$ cat src/rtl/hamming_secded_dec_pipe.sv
// Pipelined SECDED (extended Hamming) decoder with saturating error-event counters.
// Latency: a codeword accepted in cycle N appears on out_* in cycle N+2; throughput 1 word/cycle.
// Backpressure: a stalled output holds S2 stable, S1 fills behind it, and in_ready drops only when both stages are full.
//
// Optional build macro HAMMING_ERR_INJECT_EN adds port inj_mask, which is XORed into in_code
// at acceptance for in-system fault injection.
module hamming_secded_dec_pipe #(
    parameter int  DATA_W = 8,
    parameter int  CNT_W  = 16,
    // Smallest r with 2^r >= DATA_W + r + 1, covering the legal DATA_W range 4..57.
    localparam int PAR_W  = (DATA_W <= 4)  ? 3 :
                            (DATA_W <= 11) ? 4 :
                            (DATA_W <= 26) ? 5 : 6,
    localparam int CODE_W = DATA_W + PAR_W + 1
) (
    input  logic              clk,
    input  logic              rst_n,
    input  logic              in_valid,
    output logic              in_ready,
    input  logic [CODE_W-1:0] in_code,
`ifdef HAMMING_ERR_INJECT_EN
    input  logic [CODE_W-1:0] inj_mask,
`endif
    output logic              out_valid,
    input  logic              out_ready,
    output logic [DATA_W-1:0] out_data,
    output logic              out_err_single,
    output logic              out_err_double,
    output logic [PAR_W-1:0]  out_syndrome,
    input  logic              clr_cnt,
    output logic [CNT_W-1:0]  cnt_single,
    output logic [CNT_W-1:0]  cnt_double
);

    // Highest legal error position; any larger syndrome cannot be a single-bit error.
    localparam logic [PAR_W-1:0] MAX_POS = PAR_W'(CODE_W - 1);
    localparam logic [CNT_W-1:0] CNT_MAX = '1;

    // Mask of codeword positions whose index has bit b set (positions 1..CODE_W-1).
    function automatic logic [CODE_W-1:0] syn_mask(input int b);
        logic [CODE_W-1:0] m;
        m = '0;
        for (int p = 1; p < CODE_W; p++) begin
            if (((p >> b) & 1) == 1) begin
                m = m | (CODE_W'(1) << p);
            end
        end
        return m;
    endfunction

    // Codeword position of data bit j: the j-th non-power-of-two position, starting at 3.
    function automatic int data_pos(input int j);
        int cnt;
        int pos;
        cnt = 0;
        pos = 0;
        for (int p = 1; p < CODE_W; p++) begin
            if ((p & (p - 1)) != 0) begin
                if (cnt == j) begin
                    pos = p;
                end
                cnt = cnt + 1;
            end
        end
        return pos;
    endfunction

    // ------------------------------------------------------------------
    // Front end: optional fault injection, syndrome and overall parity
    // ------------------------------------------------------------------
    logic [CODE_W-1:0] code_in;

`ifdef HAMMING_ERR_INJECT_EN
    assign code_in = in_code ^ inj_mask;
`else
    assign code_in = in_code;
`endif

    logic [PAR_W-1:0]  syn_c;
    logic              par_c;
    logic [DATA_W-1:0] raw_data_c;

    for (genvar b = 0; b < PAR_W; b++) begin : g_syn
        localparam logic [CODE_W-1:0] MASK = syn_mask(b);
        assign syn_c[b] = ^(code_in & MASK);
    end

    // Parity over every bit including bit 0: a clean word has even overall parity.
    assign par_c = ^code_in;

    // Only the data positions travel past S1; the check bits are fully consumed by syn_c/par_c.
    for (genvar j = 0; j < DATA_W; j++) begin : g_raw
        localparam int POS = data_pos(j);
        assign raw_data_c[j] = code_in[POS];
    end

    // ------------------------------------------------------------------
    // Flow control
    // ------------------------------------------------------------------
    logic s1_vld_q, s1_vld_d;
    logic out_vld_q, out_vld_d;
    logic s2_can_load;
    logic accept;

    assign s2_can_load = !out_vld_q || out_ready;
    assign in_ready    = rst_n && (!s1_vld_q || s2_can_load);
    assign accept      = in_valid && in_ready;

    // ------------------------------------------------------------------
    // Stage 1: data bits, syndrome and parity of the accepted codeword
    // ------------------------------------------------------------------
    logic [DATA_W-1:0] s1_data_q, s1_data_d;
    logic [PAR_W-1:0]  s1_syn_q,  s1_syn_d;
    logic              s1_par_q,  s1_par_d;

    // S1 loads on acceptance, otherwise empties when its word moves into S2.
    always_comb begin
        s1_vld_d  = s1_vld_q;
        s1_data_d = s1_data_q;
        s1_syn_d  = s1_syn_q;
        s1_par_d  = s1_par_q;
        if (accept) begin
            s1_vld_d  = 1'b1;
            s1_data_d = raw_data_c;
            s1_syn_d  = syn_c;
            s1_par_d  = par_c;
        end else if (s2_can_load) begin
            s1_vld_d  = 1'b0;
        end
    end

    // S1 state register.
    always_ff @(posedge clk or negedge rst_n) begin
        if (!rst_n) begin
            s1_vld_q  <= 1'b0;
            s1_data_q <= '0;
            s1_syn_q  <= '0;
            s1_par_q  <= 1'b0;
        end else begin
            s1_vld_q  <= s1_vld_d;
            s1_data_q <= s1_data_d;
            s1_syn_q  <= s1_syn_d;
            s1_par_q  <= s1_par_d;
        end
    end

    // ------------------------------------------------------------------
    // Classification and correction of the S1 word
    // ------------------------------------------------------------------
    logic              syn_nz;
    logic              syn_in_rng;
    logic              flip_en;
    logic              single_c;
    logic              double_c;
    logic [DATA_W-1:0] corr_data_c;

    assign syn_nz     = |s1_syn_q;
    assign syn_in_rng = (s1_syn_q <= MAX_POS);

    // Odd parity means an odd number of flips; with a legal syndrome that is one correctable bit
    // (syndrome 0 means bit 0 itself flipped). Even parity with a nonzero syndrome, or a syndrome
    // pointing past the codeword, cannot be repaired.
    assign flip_en  = s1_par_q && syn_nz && syn_in_rng;
    assign single_c = s1_par_q && (!syn_nz || syn_in_rng);
    assign double_c = (syn_nz && !s1_par_q) || (s1_par_q && syn_nz && !syn_in_rng);

    for (genvar j = 0; j < DATA_W; j++) begin : g_corr
        localparam int POS = data_pos(j);
        assign corr_data_c[j] = s1_data_q[j] ^ (flip_en && (s1_syn_q == PAR_W'(POS)));
    end

    // ------------------------------------------------------------------
    // Stage 2: output register
    // ------------------------------------------------------------------
    logic [DATA_W-1:0] out_dat_q, out_dat_d;
    logic              out_sgl_q, out_sgl_d;
    logic              out_dbl_q, out_dbl_d;
    logic [PAR_W-1:0]  out_syn_q, out_syn_d;

    // S2 takes the S1 word when empty or drained; payload holds otherwise so a stall is stable.
    always_comb begin
        out_vld_d = out_vld_q;
        out_dat_d = out_dat_q;
        out_sgl_d = out_sgl_q;
        out_dbl_d = out_dbl_q;
        out_syn_d = out_syn_q;
        if (s2_can_load) begin
            out_vld_d = s1_vld_q;
            if (s1_vld_q) begin
                out_dat_d = corr_data_c;
                out_sgl_d = single_c;
                out_dbl_d = double_c;
                out_syn_d = s1_syn_q;
            end
        end
    end

    // S2 state register.
    always_ff @(posedge clk or negedge rst_n) begin
        if (!rst_n) begin
            out_vld_q <= 1'b0;
            out_dat_q <= '0;
            out_sgl_q <= 1'b0;
            out_dbl_q <= 1'b0;
            out_syn_q <= '0;
        end else begin
            out_vld_q <= out_vld_d;
            out_dat_q <= out_dat_d;
            out_sgl_q <= out_sgl_d;
            out_dbl_q <= out_dbl_d;
            out_syn_q <= out_syn_d;
        end
    end

    assign out_valid      = out_vld_q;
    assign out_data       = out_dat_q;
    assign out_err_single = out_sgl_q;
    assign out_err_double = out_dbl_q;
    assign out_syndrome   = out_syn_q;

    // ------------------------------------------------------------------
    // Error-event counters
    // ------------------------------------------------------------------
    logic             out_hs;
    logic [CNT_W-1:0] cnt_sgl_q, cnt_sgl_d;
    logic [CNT_W-1:0] cnt_dbl_q, cnt_dbl_d;

    // A word is counted once, when the consumer actually takes it.
    assign out_hs = out_vld_q && out_ready;

    // Saturating increment on a flagged handshake; a clear request overrides any increment.
    always_comb begin
        cnt_sgl_d = cnt_sgl_q;
        cnt_dbl_d = cnt_dbl_q;
        if (clr_cnt) begin
            cnt_sgl_d = '0;
            cnt_dbl_d = '0;
        end else if (out_hs) begin
            if (out_sgl_q && (cnt_sgl_q != CNT_MAX)) begin
                cnt_sgl_d = cnt_sgl_q + 1'b1;
            end
            if (out_dbl_q && (cnt_dbl_q != CNT_MAX)) begin
                cnt_dbl_d = cnt_dbl_q + 1'b1;
            end
        end
    end

    // Counter state register.
    always_ff @(posedge clk or negedge rst_n) begin
        if (!rst_n) begin
            cnt_sgl_q <= '0;
            cnt_dbl_q <= '0;
        end else begin
            cnt_sgl_q <= cnt_sgl_d;
            cnt_dbl_q <= cnt_dbl_d;
        end
    end

    assign cnt_single = cnt_sgl_q;
    assign cnt_double = cnt_dbl_q;

endmodule

$ cat config.mk
export PLATFORM = sky130hd
export DESIGN_NAME = hamming_secded_dec_pipe
export DESIGN_NICKNAME = d
export VERILOG_FILES = /design/src/rtl/hamming_secded_dec_pipe.sv
export SDC_FILE = /design/constraint.sdc
export NUM_CORES = 1
export LEC_CHECK = 0
export ABC_AREA = 1
export BUFFER_PORTS_ARGS = -buffer_cell sky130_fd_sc_hd__buf_4
export CORE_ASPECT_RATIO = 0.7
export CORE_MARGIN = 8
export CORE_UTILIZATION = 57
export CTS_BUF_LIST = sky130_fd_sc_hd__clkbuf_16
export DETAILED_ROUTE_END_ITERATION = 7
export HOLD_SLACK_MARGIN = 0.02
export PLACE_DENSITY = 0.82
export SYNTH_ARGS = -nofsm -noshare
export SYNTH_HDL_FRONTEND = slang
export SYNTH_SLANG_ARGS = --single-unit
export TNS_END_PERCENT = 20
$ cat constraint.sdc
create_clock -name clk -period 2.98 [get_ports clk]
set_clock_uncertainty 0.2 [all_clocks]
set_input_delay 0.298 -clock clk [delete_from_list [all_inputs] [get_ports clk]]
set_output_delay 0.298 -clock clk [all_outputs]
set_load 0.005 [all_outputs]
==> flow_metrics.py, run 1 <==
metrics = {
    "outcome": {
        "status": "complete, no violations",
    },
    "sta": {
        "maxSlewViolCount": 0,
        "unrepaired_setup_endpoints_after_global_routing": "false",
        "finalSetupViolations": 0,
        "max_freq_mhz": 479.2,
        "worst_rel_slew_slack_pct": 47.62,
        "timing.final.crit_share_pct": 70.03,
        "hold_viol": 0,
        "post-route-min-period_ns": 2.087,
        "slew_worst_pin_ns": 0.7857,
        "fin_setup_tns_ns": 0,
        "finalWorstSetupSlack_ns": 0.8930,
    },
    "cells_and_area": {
        "post_layout_inst_area_sq_um": 4432,
        "utilization_pct": 72.34,
        "insertedDiodeCount": 0,
        "design.final.nets": 587,
        "syn2layout_area_growth_pct": 24.72,
        "register_area_sq_um": 1526,
        "fillers": 475,
        "layout-drive-gt1-share_pct": 16.81,
        "multiInputGateArea_sq_um": 1777,
    },
    "global_route": {
        "grt-ovfl-total": 0,
        "grt_start_max_net_pins": 62,
        "grt_antenna_before_repair": 0,
        "groute.usage.overall_pct": 21.26,
        "number_of_global_route_vias_before_repair": 3171,
        "grt_first_pass_wirelength_microns": 15170,
    },
    "clock_tree": {
        "ctsLongestPathBuffers": 2,
        "cts.clk_slew.worst_paths_ns": 0.05,
        "clkSinkCount": 61,
        "h-tree-depth": 3,
        "clk-insertion-delay-late_ns": 0.32,
        "cts_made_buffers": 9,
        "cts_hold_buf": 2,
        "cts_tree": "done",
        "cts_root_buffer": "sky130_fd_sc_hd__clkbuf_16",
        "postCtsSetupRepairBufs": 0,
        "postCtsResizedCells": 0,
    },
    "routing": {
        "via_count": 3461,
        "dr.first_iter.drc_count": 211,
        "via_per_inst": 5.333,
        "drt_first_pass_iters": 5,
        "antenna_left": 0,
        "post_drt_wl_per_cell_microns": 14.30,
        "routed_wirelength_microns": 9283,
        "detailed_route_drc_error_count": 0,
    },
    "synth": {
        "synth.cell_area_sq_um": 3553,
        "synth_top_cells_by_count": "170 x sky130_fd_sc_hd__nand2_1, 61 x sky130_fd_sc_hd__dfrtp_1, 51 x sky130_fd_sc_hd__nor2_1",
        "post_synth.cell_area_avg_sq_um": 7.164,
        "mappedNetlistNets": 516,
        "synth_cell_type_count": 29,
        "synth-main-ff-cell": "sky130_fd_sc_hd__dfrtp_1",
        "synth_top_cell_area_share_pct": 42.96,
        "synthMostInstantiatedCell": "sky130_fd_sc_hd__nand2_1",
        "cell_type_with_the_highest_aggregate_area_in_the_netlist": "sky130_fd_sc_hd__dfrtp_1",
        "synthCells": 496,
        "synthArstFlopShare_pct": 100.0,
        "synth_seq_cells": 61,
        "count_of_yosys_warnings_during_synthesis": 0,
        "synth-seq-area-share_pct": 42.96,
        "number_of_flops_mapped_to_enable_cells_by_yosys": 0,
        "synthTopCellsByArea": "sky130_fd_sc_hd__dfrtp_1 43%, sky130_fd_sc_hd__nand2_1 18%, sky130_fd_sc_hd__nand3_1 6.8%",
    },
    "power": {
        "power_switching_uw": 679.9,
        "intPower_mw": 1.830,
        "report.power.total_mw": 2.510,
        "comb_power_share_pct": 17.0,
        "total_leakage_power_nw": 2.281,
        "vdd_ir_drop_max_mv": 0.3780,
        "power_switching_share_pct": 27.09,
        "seq_power_share_pct": 40.3,
        "clock_power_share_pct": 42.6,
        "total_power_divided_by_cell_area_nw_per_um2": 566.4,
    },
    "die": {
        "die-width_microns": 110.4,
        "floorplan.die_area_sq_um": 9057,
        "die_h_microns": 82.06,
        "row_count": 24,
        "ios": 66,
        "initial_core_util_pct": 58.01,
        "floorplan.core_area_sq_um": 6126,
    },
    "setup_path": {
        "worst_r2r_path_depth": 10,
        "timing.rr.end": "cnt_single[14]",
        "worstReg2RegStart": "cnt_single[0]",
        "crit_fanout": 16,
        "critical_path_required_ns": 2.99,
        "ff2ff_setup_slack_ns": 0.89,
        "critPathArrivalTime_ns": 2.10,
        "cp-end-kind": "flip-flop",
        "critical_path_start_end_classification": "reg -> reg",
        "startpoint_type": "flip-flop",
    },
    "placed_design": {
        "dpl_worst_slack_ns": 0.8923,
        "io_buffers": 65,
        "post-dp-hpwl_microns": 6737,
        "placedInstanceArea_sq_um": 4108,
        "place.gp.congestion": 0.8967,
    },
    "worst_hold_path": {
        "holdPathEnd": "out_valid",
        "hold_start": "out_ready",
        "worst_hold_path.num_cells": 4,
        "min_path_type": "in -> reg",
    },
    "run": {
        "max-cap-violations": 0,
    },
}
==> state kept, by name, indices dropped and copies added (netlist names) <==
signal / flops
cnt_double: 16
cnt_single: 16
out_data: 8
out_err_double: 1
out_err_single: 1
out_syndrome: 4
out_valid: 1
s1_data_q: 8
s1_par_q: 1
s1_syn_q: 4
s1_vld_q: 1
==> worst max-delay path: stages, from the launching register on <==
cell and delay [ns]:
sky130_fd_sc_hd__dfrtp_1 0.40, sky130_fd_sc_hd__ha_1 0.20, sky130_fd_sc_hd__nand2_1 0.08, sky130_fd_sc_hd__nor2_2 0.14, sky130_fd_sc_hd__nand2_1 0.07, sky130_fd_sc_hd__nor2_1 0.15, sky130_fd_sc_hd__nand2_1 0.08, sky130_fd_sc_hd__nand2_2 0.25
sky130_fd_sc_hd__nand2_2 0.22, sky130_fd_sc_hd__nand2_1 0.12, sky130_fd_sc_hd__nand2_1 0.05
==> per-stage QoR <==
| step | instances | hold slack (ns) |
|---|---|---|
| 3_3_place_gp | 632 | 0.2676 |
| 2_1_floorplan | 496 | -0.1976 |
| 4_1_cts | 649 | 0.05295 |
| 3_5_place_dp | 632 | 0.2826 |
| 5_1_grt | 649 | 0.06808 |
| 6_report | 649 | 0.05846 |
==> layout by cell type, fill, tap and decap left out, drive strengths merged <==
cell type    Yosys  final
a21oi            6      6
buf              4     68
bufinv           0      2
clkbuf           6      9
clkinv           2      6
dfrtp           61     61
dlygate4sd3      0      2
ha               2      2
inv             50     50
nand2          176    176
nand3           48     48
nand3b           1      1
nand4            8      8
nor2            55     55
nor3             4      4
nor4             1      1
o21a             2      2
o21ai           35     35
o22ai            2      2
o31ai            1      1
or2              1      1
xnor2            9      9
xor2            22     22
==> per-layer routing <==
| layer | vias to the layer above | share of wire (%) | global-route usage [%] |
|---|---|---|---|
| li1 | 1711 | - | - |
| met1 | 1606 | 44 | 27.85 |
| met2 | 127 | 46 | 34.16 |
| met3 | 17 | 7.4 | 4.781 |
| met4 | 0 | 1.9 | 7.152 |
| met5 | - | 0 | 0 |
==> cells by family (layout without fill, tap and decap cells) <==
family	Yosys count	count (layout)	share of synthesized area (%)
AO/OA/AOI/OAI	46	46	6.972
XOR/XNOR	31	31	7.641
adder cells (fa/ha/maj)	2	2	0.7041
buffers and inverters	62	137	7.042
flip-flops	61	61	42.96
AND/OR/NAND/NOR	294	294	34.68
==> layout make-up <==
cell class,count,share of cell area [%]
tap,78,2.202
inverter,52,4.433
timing repair buffer,70,11.97
multi-input combinational,373,40.09
sequential,61,34.44
clock inverter,6,1.779
clock buffer,9,5.082
==> power groups by stage <==
| stage | Clock (mW) | Combinational [mW] | Sequential [mW] |
|---|---|---|---|
| floorplan | 0 | 0.221 | 1.00 |
| global placement | 0 | 0.413 | 1.01 |
| finish | 1.07 | 0.428 | 1.01 |
| global route | 1.11 | 0.482 | 1.02 |
| CTS | 1.08 | 0.433 | 1.01 |
| detailed placement | 0 | 0.425 | 1.02 |
==> how the worst max path moves through the flow <==
stage	start	to	slack, ns	cells past startpoint
4_1_cts	cnt_single[0]	cnt_single[14]	0.90	10
5_1_grt	cnt_single[1]	cnt_single[7]	0.67	10
3_5_place_dp	cnt_single[0]	cnt_single[14]	0.89	10
6_report	cnt_single[0]	cnt_single[14]	0.89	10
2_1_floorplan	cnt_double[1]	cnt_double[6]	1.22	12
3_3_place_gp	cnt_single[0]	cnt_single[14]	0.99	10
No activity file was read; power rests on OpenSTA's default activity.
==> run 2: changes to the inputs <==
- ABC_AREA: 1 -> 0
- CORE_UTILIZATION: 57 -> 54
- PLACE_DENSITY: 0.82 -> 0.79
- clock period: 2.98 -> 2 ns (I/O delays scaled with it)
==> run 2 against run 1 <==
Net effect:
- global-route usage shrank 2.7 points
- sequential power up 56%
- critical path type unchanged
- highest routed layer unchanged
- combinational power grew 65%
==> flow_metrics.py, run 2 <==
metrics = {
    "die": {
        "floorplan.core_area_sq_um": 5640,
        "floorplan.die_area_sq_um": 8481,
        "die_h_microns": 79.49,
        "die-width_microns": 106.7,
        "row_count": 23,
        "ios": 66,
        "initial_core_util_pct": 55.12,
    },
    "cells_and_area": {
        "layout-drive-gt1-share_pct": 28.67,
        "syn2layout_area_growth_pct": 37.51,
        "mostFrequentLayoutCells": "88 x sky130_fd_sc_hd__buf_4, 61 x sky130_fd_sc_hd__dfrtp_1, 47 x sky130_fd_sc_hd__xnor2_1, 40 x sky130_fd_sc_hd__nand2_1, 39 x sky130_fd_sc_hd__nor2_1",
        "layout.cells.most_common": "sky130_fd_sc_hd__buf_4",
        "design.final.nets": 437,
        "post_layout_inst_area_sq_um": 4275,
        "insertedDiodeCount": 0,
    },
    "routing": {
        "drt_first_pass_iters": 4,
        "dr.first_iter.drc_count": 245,
        "via_per_inst": 5.441,
        "routed_wirelength_microns": 7761,
        "post_drt_wl_per_cell_microns": 15.62,
        "antenna_left": 0,
        "via_count": 2704,
        "detailed_route_drc_error_count": 0,
    },
    "synth": {
        "synthMostInstantiatedCell": "sky130_fd_sc_hd__dfrtp_1",
        "synth_top_cells_by_count": "61 x sky130_fd_sc_hd__dfrtp_1, 47 x sky130_fd_sc_hd__xnor2_1, 40 x sky130_fd_sc_hd__nand2_1",
        "synth-seq-area-share_pct": 49.09,
        "synth_cell_type_count": 34,
        "synth_seq_cells": 61,
        "synthArstFlopShare_pct": 100.0,
        "synthCells": 318,
        "number_of_flops_mapped_to_enable_cells_by_yosys": 0,
        "synth_top_cell_area_share_pct": 49.09,
        "synth-main-ff-cell": "sky130_fd_sc_hd__dfrtp_1",
        "post_synth.cell_area_avg_sq_um": 9.777,
        "count_of_yosys_warnings_during_synthesis": 0,
        "cell_type_with_the_highest_aggregate_area_in_the_netlist": "sky130_fd_sc_hd__dfrtp_1",
        "mappedNetlistNets": 338,
        "synth.cell_area_sq_um": 3109,
        "synthTopCellsByArea": "sky130_fd_sc_hd__dfrtp_1 49%, sky130_fd_sc_hd__xnor2_1 13%, sky130_fd_sc_hd__nand2_1 4.8%",
    },
    "setup_path": {
        "critical_path_start_end_classification": "reg -> reg",
        "crit_fanout": 7,
        "cp-end-kind": "flip-flop",
        "critPathArrivalTime_ns": 1.90,
        "timing.critical_path.max_delay_family": "simple AND/OR/NAND/NOR gates",
        "path_buf_inv": 0,
        "cp_cell_sequence": "nand3_4, or3_1, nor3_1, xnor2_1, nor2_1",
        "max_stage_delay_ns": 0.51,
        "critical_path.slowest_cell": "sky130_fd_sc_hd__or3_1",
        "startpoint_type": "flip-flop",
        "critical_path_required_ns": 1.99,
    },
    "clock_tree": {
        "clk-insertion-delay-late_ns": 0.32,
        "ctsLongestPathBuffers": 2,
        "clkSinkCount": 61,
        "cts.clk_slew.worst_paths_ns": 0.05,
        "cts_root_buffer": "sky130_fd_sc_hd__clkbuf_16",
        "h-tree-depth": 3,
        "cts_tree": "done",
        "cts_made_buffers": 9,
    },
    "power": {
        "vdd_ir_drop_max_mv": 0.6326,
        "total_leakage_power_nw": 1.861,
        "report.power.total_mw": 3.741,
        "total_power_divided_by_cell_area_nw_per_um2": 875.1,
    },
    "global_route": {
        "groute.usage.overall_pct": 18.60,
        "grt_start_max_net_pins": 62,
        "grt-ovfl-total": 0,
        "number_of_global_route_vias_before_repair": 2693,
        "grt_antenna_before_repair": 0,
        "grt_first_pass_wirelength_microns": 12700,
    },
    "sta": {
        "slew_worst_pin_ns": 0.7620,
        "finalSetupViolations": 0,
        "hold_viol": 0,
        "finalWorstSetupSlack_ns": 0.08899,
        "post-route-min-period_ns": 1.911,
        "maxSlewViolCount": 0,
        "worst_rel_slew_slack_pct": 49.20,
        "worst_hold_slack_ns": 0.03386,
        "max_freq_mhz": 523.3,
        "unrepaired_setup_endpoints_after_global_routing": "true",
        "timing.final.crit_share_pct": 95.55,
    },
    "placed_design": {
        "placedInstanceArea_sq_um": 3835,
        "dpl_worst_slack_ns": 0.02338,
        "io_buffers": 65,
        "post-dp-hpwl_microns": 5457,
        "place.gp.congestion": 0.8449,
    },
    "outcome": {
        "status": "complete, no violations",
    },
    "run": {
        "max-cap-violations": 0,
    },
    "worst_hold_path": {
        "min_path_type": "in -> reg",
    },
}
[run 2: changes by cell type after synthesis, moves of 6 or more]
cell and delta:
sky130_fd_sc_hd__nor2_1 -12, sky130_fd_sc_hd__inv_1 -49, sky130_fd_sc_hd__mux2_2 +9, sky130_fd_sc_hd__nor3_1 +6, sky130_fd_sc_hd__xor2_1 -13, sky130_fd_sc_hd__nand3_1 -34, sky130_fd_sc_hd__nand2_1 -130, sky130_fd_sc_hd__xnor2_1 +38
sky130_fd_sc_hd__o21ai_0 -13
[run 2: what timing repair did]
action,CTS,global route
buffers inserted,0,1
hold buffers,9,0
endpoints found under the hold margin,70,0
resized for setup,0,9
setup endpoints to repair,0,15
[run 2: final cells by class]
cell class,count,area [sq um]
repair buffers,98,770.7
clock buffers,9,225.2
well taps,75,93.84
fillers,398,1365
multi-input cells,246,1598
flip-flops and latches,61,1526
clock inverters,7,57.56
inverters,1,3.754
[run 2: metal layers]
metal	wire (microns)	vias to the layer above	GRT usage, %
met5	0	-	0
met4	128	0	7.832
met3	501	14	5.806
met2	3742	89	29.52
met1	3388	1305	23.12
li1	-	1296	-
[run 2: logic make-up after synthesis]
family	share of synthesized area, %
buf+inv	1.448
fa+ha+maj	0.8047
xor+xnor	15.77
simple gates	23.30
mux	3.582
compound gates	5.996
flops	49.09
[run 2: through the flow]
stage	utilization, %	TNS [ns]	cells
6_report	75.80	0	497
5_1_grt	75.80	-0.2110	497
4_1_cts	74.60	0	496
3_5_place_dp	67.99	0	471
3_3_place_gp	67.99	0	471
2_1_floorplan	-	0	318
[run 2: path summary, 6_finish.rpt]
check,from,to,slack [ns],depth (start not counted)
setup / recovery,out_valid,cnt_double[9],0.09,5
min in group asynchronous,rst_n,s1_data_q[1],0.40,3
hold reg to reg,out_syndrome[0],out_syndrome[0],0.28,2
hold / removal,out_ready,out_valid,0.03,3
setup reg to reg,out_valid,cnt_double[9],0.09,5
max in group asynchronous,rst_n,cnt_single[13],0.69,3
[run 2: worst min-delay path, stage by stage]
cell and delay [ns]:
sky130_fd_sc_hd__buf_4 0.11, sky130_fd_sc_hd__or2b_1 0.13, sky130_fd_sc_hd__nand2b_1 0.06
[run 2: power by group]
| group | internal, mW | switching (mW) | leakage (nW) |
|---|---|---|---|
| sequential | 1.41 | 0.177 | 0.802 |
| combinational | 0.386 | 0.322 | 0.920 |
| clock | 0.942 | 0.508 | 0.139 |
==> run 3: changes to the inputs <==
- ABC_AREA: 0 -> 1
- CORE_UTILIZATION: 54 -> 56
- CTS_BUF_LIST: sky130_fd_sc_hd__clkbuf_16 -> unset
- PLACE_DENSITY: 0.79 -> 0.8
==> run 3 against run 2 <==
Net effect:
- routed wire length up 21%
- largest power group unchanged
- critical path depth up 5
- die area grew 8.4%
- worst setup slack improved by 0.048 ns
- maximum frequency grew 2.6%
- first-iteration DRC count fell by 2.0%
==> flow_metrics.py, run 3 (synthesis gave the netlist of run 1 again) <==
metrics = {
    "sta": {
        "finalSetupViolations": 0,
        "post-route-min-period_ns": 1.863,
        "finalWorstSetupSlack_ns": 0.1368,
        "unrepaired_setup_endpoints_after_global_routing": "true",
        "max_freq_mhz": 536.7,
        "timing.final.crit_share_pct": 93.16,
        "worst_hold_slack_ns": 0.08004,
        "fin_setup_tns_ns": 0,
        "hold_viol": 0,
        "maxSlewViolCount": 0,
        "slew_worst_pin_ns": 0.7482,
        "worst_rel_slew_slack_pct": 50.12,
    },
    "cells_and_area": {
        "insertedDiodeCount": 0,
        "mostFrequentLayoutCells": "169 x sky130_fd_sc_hd__nand2_1, 80 x sky130_fd_sc_hd__buf_4, 61 x sky130_fd_sc_hd__dfrtp_1, 50 x sky130_fd_sc_hd__inv_1, 50 x sky130_fd_sc_hd__nor2_1",
        "layout.cells.most_common": "sky130_fd_sc_hd__nand2_1",
        "syn2layout_area_growth_pct": 28.20,
        "layout-drive-gt1-share_pct": 19.22,
        "fillers": 502,
        "design.final.nets": 608,
    },
    "global_route": {
        "number_of_global_route_vias_before_repair": 3350,
        "groute.usage.overall_pct": 20.87,
        "grt_first_pass_wirelength_microns": 15550,
        "grt_start_max_net_pins": 62,
        "grt-ovfl-total": 0,
        "grt_antenna_before_repair": 0,
    },
    "power": {
        "comb_power_share_pct": 20.4,
        "power_switching_uw": 961.4,
        "power_switching_share_pct": 28.96,
        "clock_power_share_pct": 34.5,
        "intPower_mw": 2.358,
        "seq_power_share_pct": 45.1,
        "total_leakage_power_nw": 2.345,
        "vdd_ir_drop_max_mv": 0.5642,
        "total_power_divided_by_cell_area_nw_per_um2": 728.6,
    },
    "routing": {
        "dr.first_iter.drc_count": 240,
        "routed_wirelength_microns": 9412,
        "detailed_route_drc_error_count": 0,
        "via_per_inst": 5.258,
        "drt_first_pass_iters": 5,
        "post_drt_wl_per_cell_microns": 14.03,
        "antenna_left": 0,
        "via_count": 3528,
    },
    "setup_path": {
        "crit_fanout": 12,
        "max_stage_delay_ns": 0.38,
        "critical_path_required_ns": 2.03,
        "critPathArrivalTime_ns": 1.89,
        "worstReg2RegStart": "cnt_double[0]",
        "critical_path_start_end_classification": "reg -> reg",
        "cp_cell_sequence": "ha_1, nand2_1, nor2_4, nand2_2, nor2_2, nand2_2, nand2_4, nand2_4, inv_6, o21ai_0",
        "worstSetupStartpoint": "cnt_double[0]",
        "cp-end-kind": "flip-flop",
        "critical_path.slowest_cell": "sky130_fd_sc_hd__dfrtp_1",
        "startpoint_type": "flip-flop",
    },
    "clock_tree": {
        "cts_tree": "done",
        "h-tree-depth": 3,
        "cts_root_buffer": "sky130_fd_sc_hd__clkbuf_8",
        "cts_made_buffers": 9,
        "clk-insertion-delay-late_ns": 0.35,
        "cts.clk_slew.worst_paths_ns": 0.07,
        "ctsLongestPathBuffers": 2,
        "clkSinkCount": 61,
    },
    "run": {
        "max-cap-violations": 0,
    },
    "worst_hold_path": {
        "hold_start": "clr_cnt",
        "min_path_type": "in -> reg",
    },
    "placed_design": {
        "post-dp-hpwl_microns": 6848,
        "place.gp.congestion": 0.9447,
        "io_buffers": 65,
        "dpl_worst_slack_ns": 0.05001,
    },
    "die": {
        "die-width_microns": 111.2,
        "initial_core_util_pct": 57.44,
        "ios": 66,
        "floorplan.die_area_sq_um": 9191,
        "row_count": 24,
        "die_h_microns": 82.65,
        "floorplan.core_area_sq_um": 6186,
    },
    "outcome": {
        "status": "complete, no violations",
    },
}
run 3: power groups by stage:
stage | clock network, mW | registers [mW] | logic [mW]
5_1_grt | 1.21 | 1.51 | 0.767
3_5_place_dp | 0 | 1.51 | 0.642
3_3_place_gp | 0 | 1.51 | 0.617
4_1_cts | 1.16 | 1.50 | 0.663
6_report | 1.15 | 1.50 | 0.678
2_1_floorplan | 0 | 1.50 | 0.330
run 3: worst max-delay path: cells and delay by family, from the launching register on:
kind	cells	cell delay [ns]
buffers and inverters	1	0.12
flip-flops	1	0.38
AO/OA/AOI/OAI	1	0.09
AND/OR/NAND/NOR	7	0.77
adder cells (fa/ha/maj)	1	0.18
run 3: cell type report:
type                    count  area, sq um  share of cell area [%]
multi-input cells         373         1809                   39.71
clock buffers              12        165.2                   3.625
clock inverters             4        45.04                  0.9887
repair buffers             91        711.9                   15.63
inverters                  52        200.2                   4.394
well taps                  78        97.59                   2.142
flip-flops and latches     61         1526                   33.51
run 3: layer usage:
metal / vias up / part of all wire (%) / track usage (%)
met5: - / 0 / 0
met4: 0 / 1.8 / 7.682
met3: 18 / 6.5 / 5.628
met2: 115 / 47 / 34.73
met1: 1641 / 44 / 26.00
li1: 1754 / - / -
run 3: per-stage QoR:
| stage | std cells | util [%] | power [mW] | cell area [sq um] |
|---|---|---|---|---|
| final | 671 | 73.64 | 3.319 | 4556 |
| after global routing | 671 | 73.64 | 3.492 | 4556 |
| after CTS | 667 | 72.51 | 3.320 | 4486 |
| after detailed placement | 641 | 67.50 | 2.157 | 4175 |
| after global placement | 641 | 67.50 | 2.131 | 4175 |
| after floorplan | 496 | - | 1.827 | 3553 |
run 3: final timing paths:
kind	end	slack, ns	cells after the start
setup / recovery	cnt_double[14]	0.14	10
hold / removal	cnt_double[9]	0.08	4
setup reg to reg	cnt_double[14]	0.14	10
hold reg to reg	out_data[5]	0.29	2
max in group asynchronous	cnt_single[15]	0.73	3
min in group asynchronous	cnt_double[3]	0.38	3
run 3: what timing repair did:
item | in CTS | in global routing
setup buffers | 0 | 4
endpoints found under the hold margin | 71 | 0
resized for setup | 0 | 11
endpoints found under the setup margin | 0 | 25
hold buffers | 10 | 0
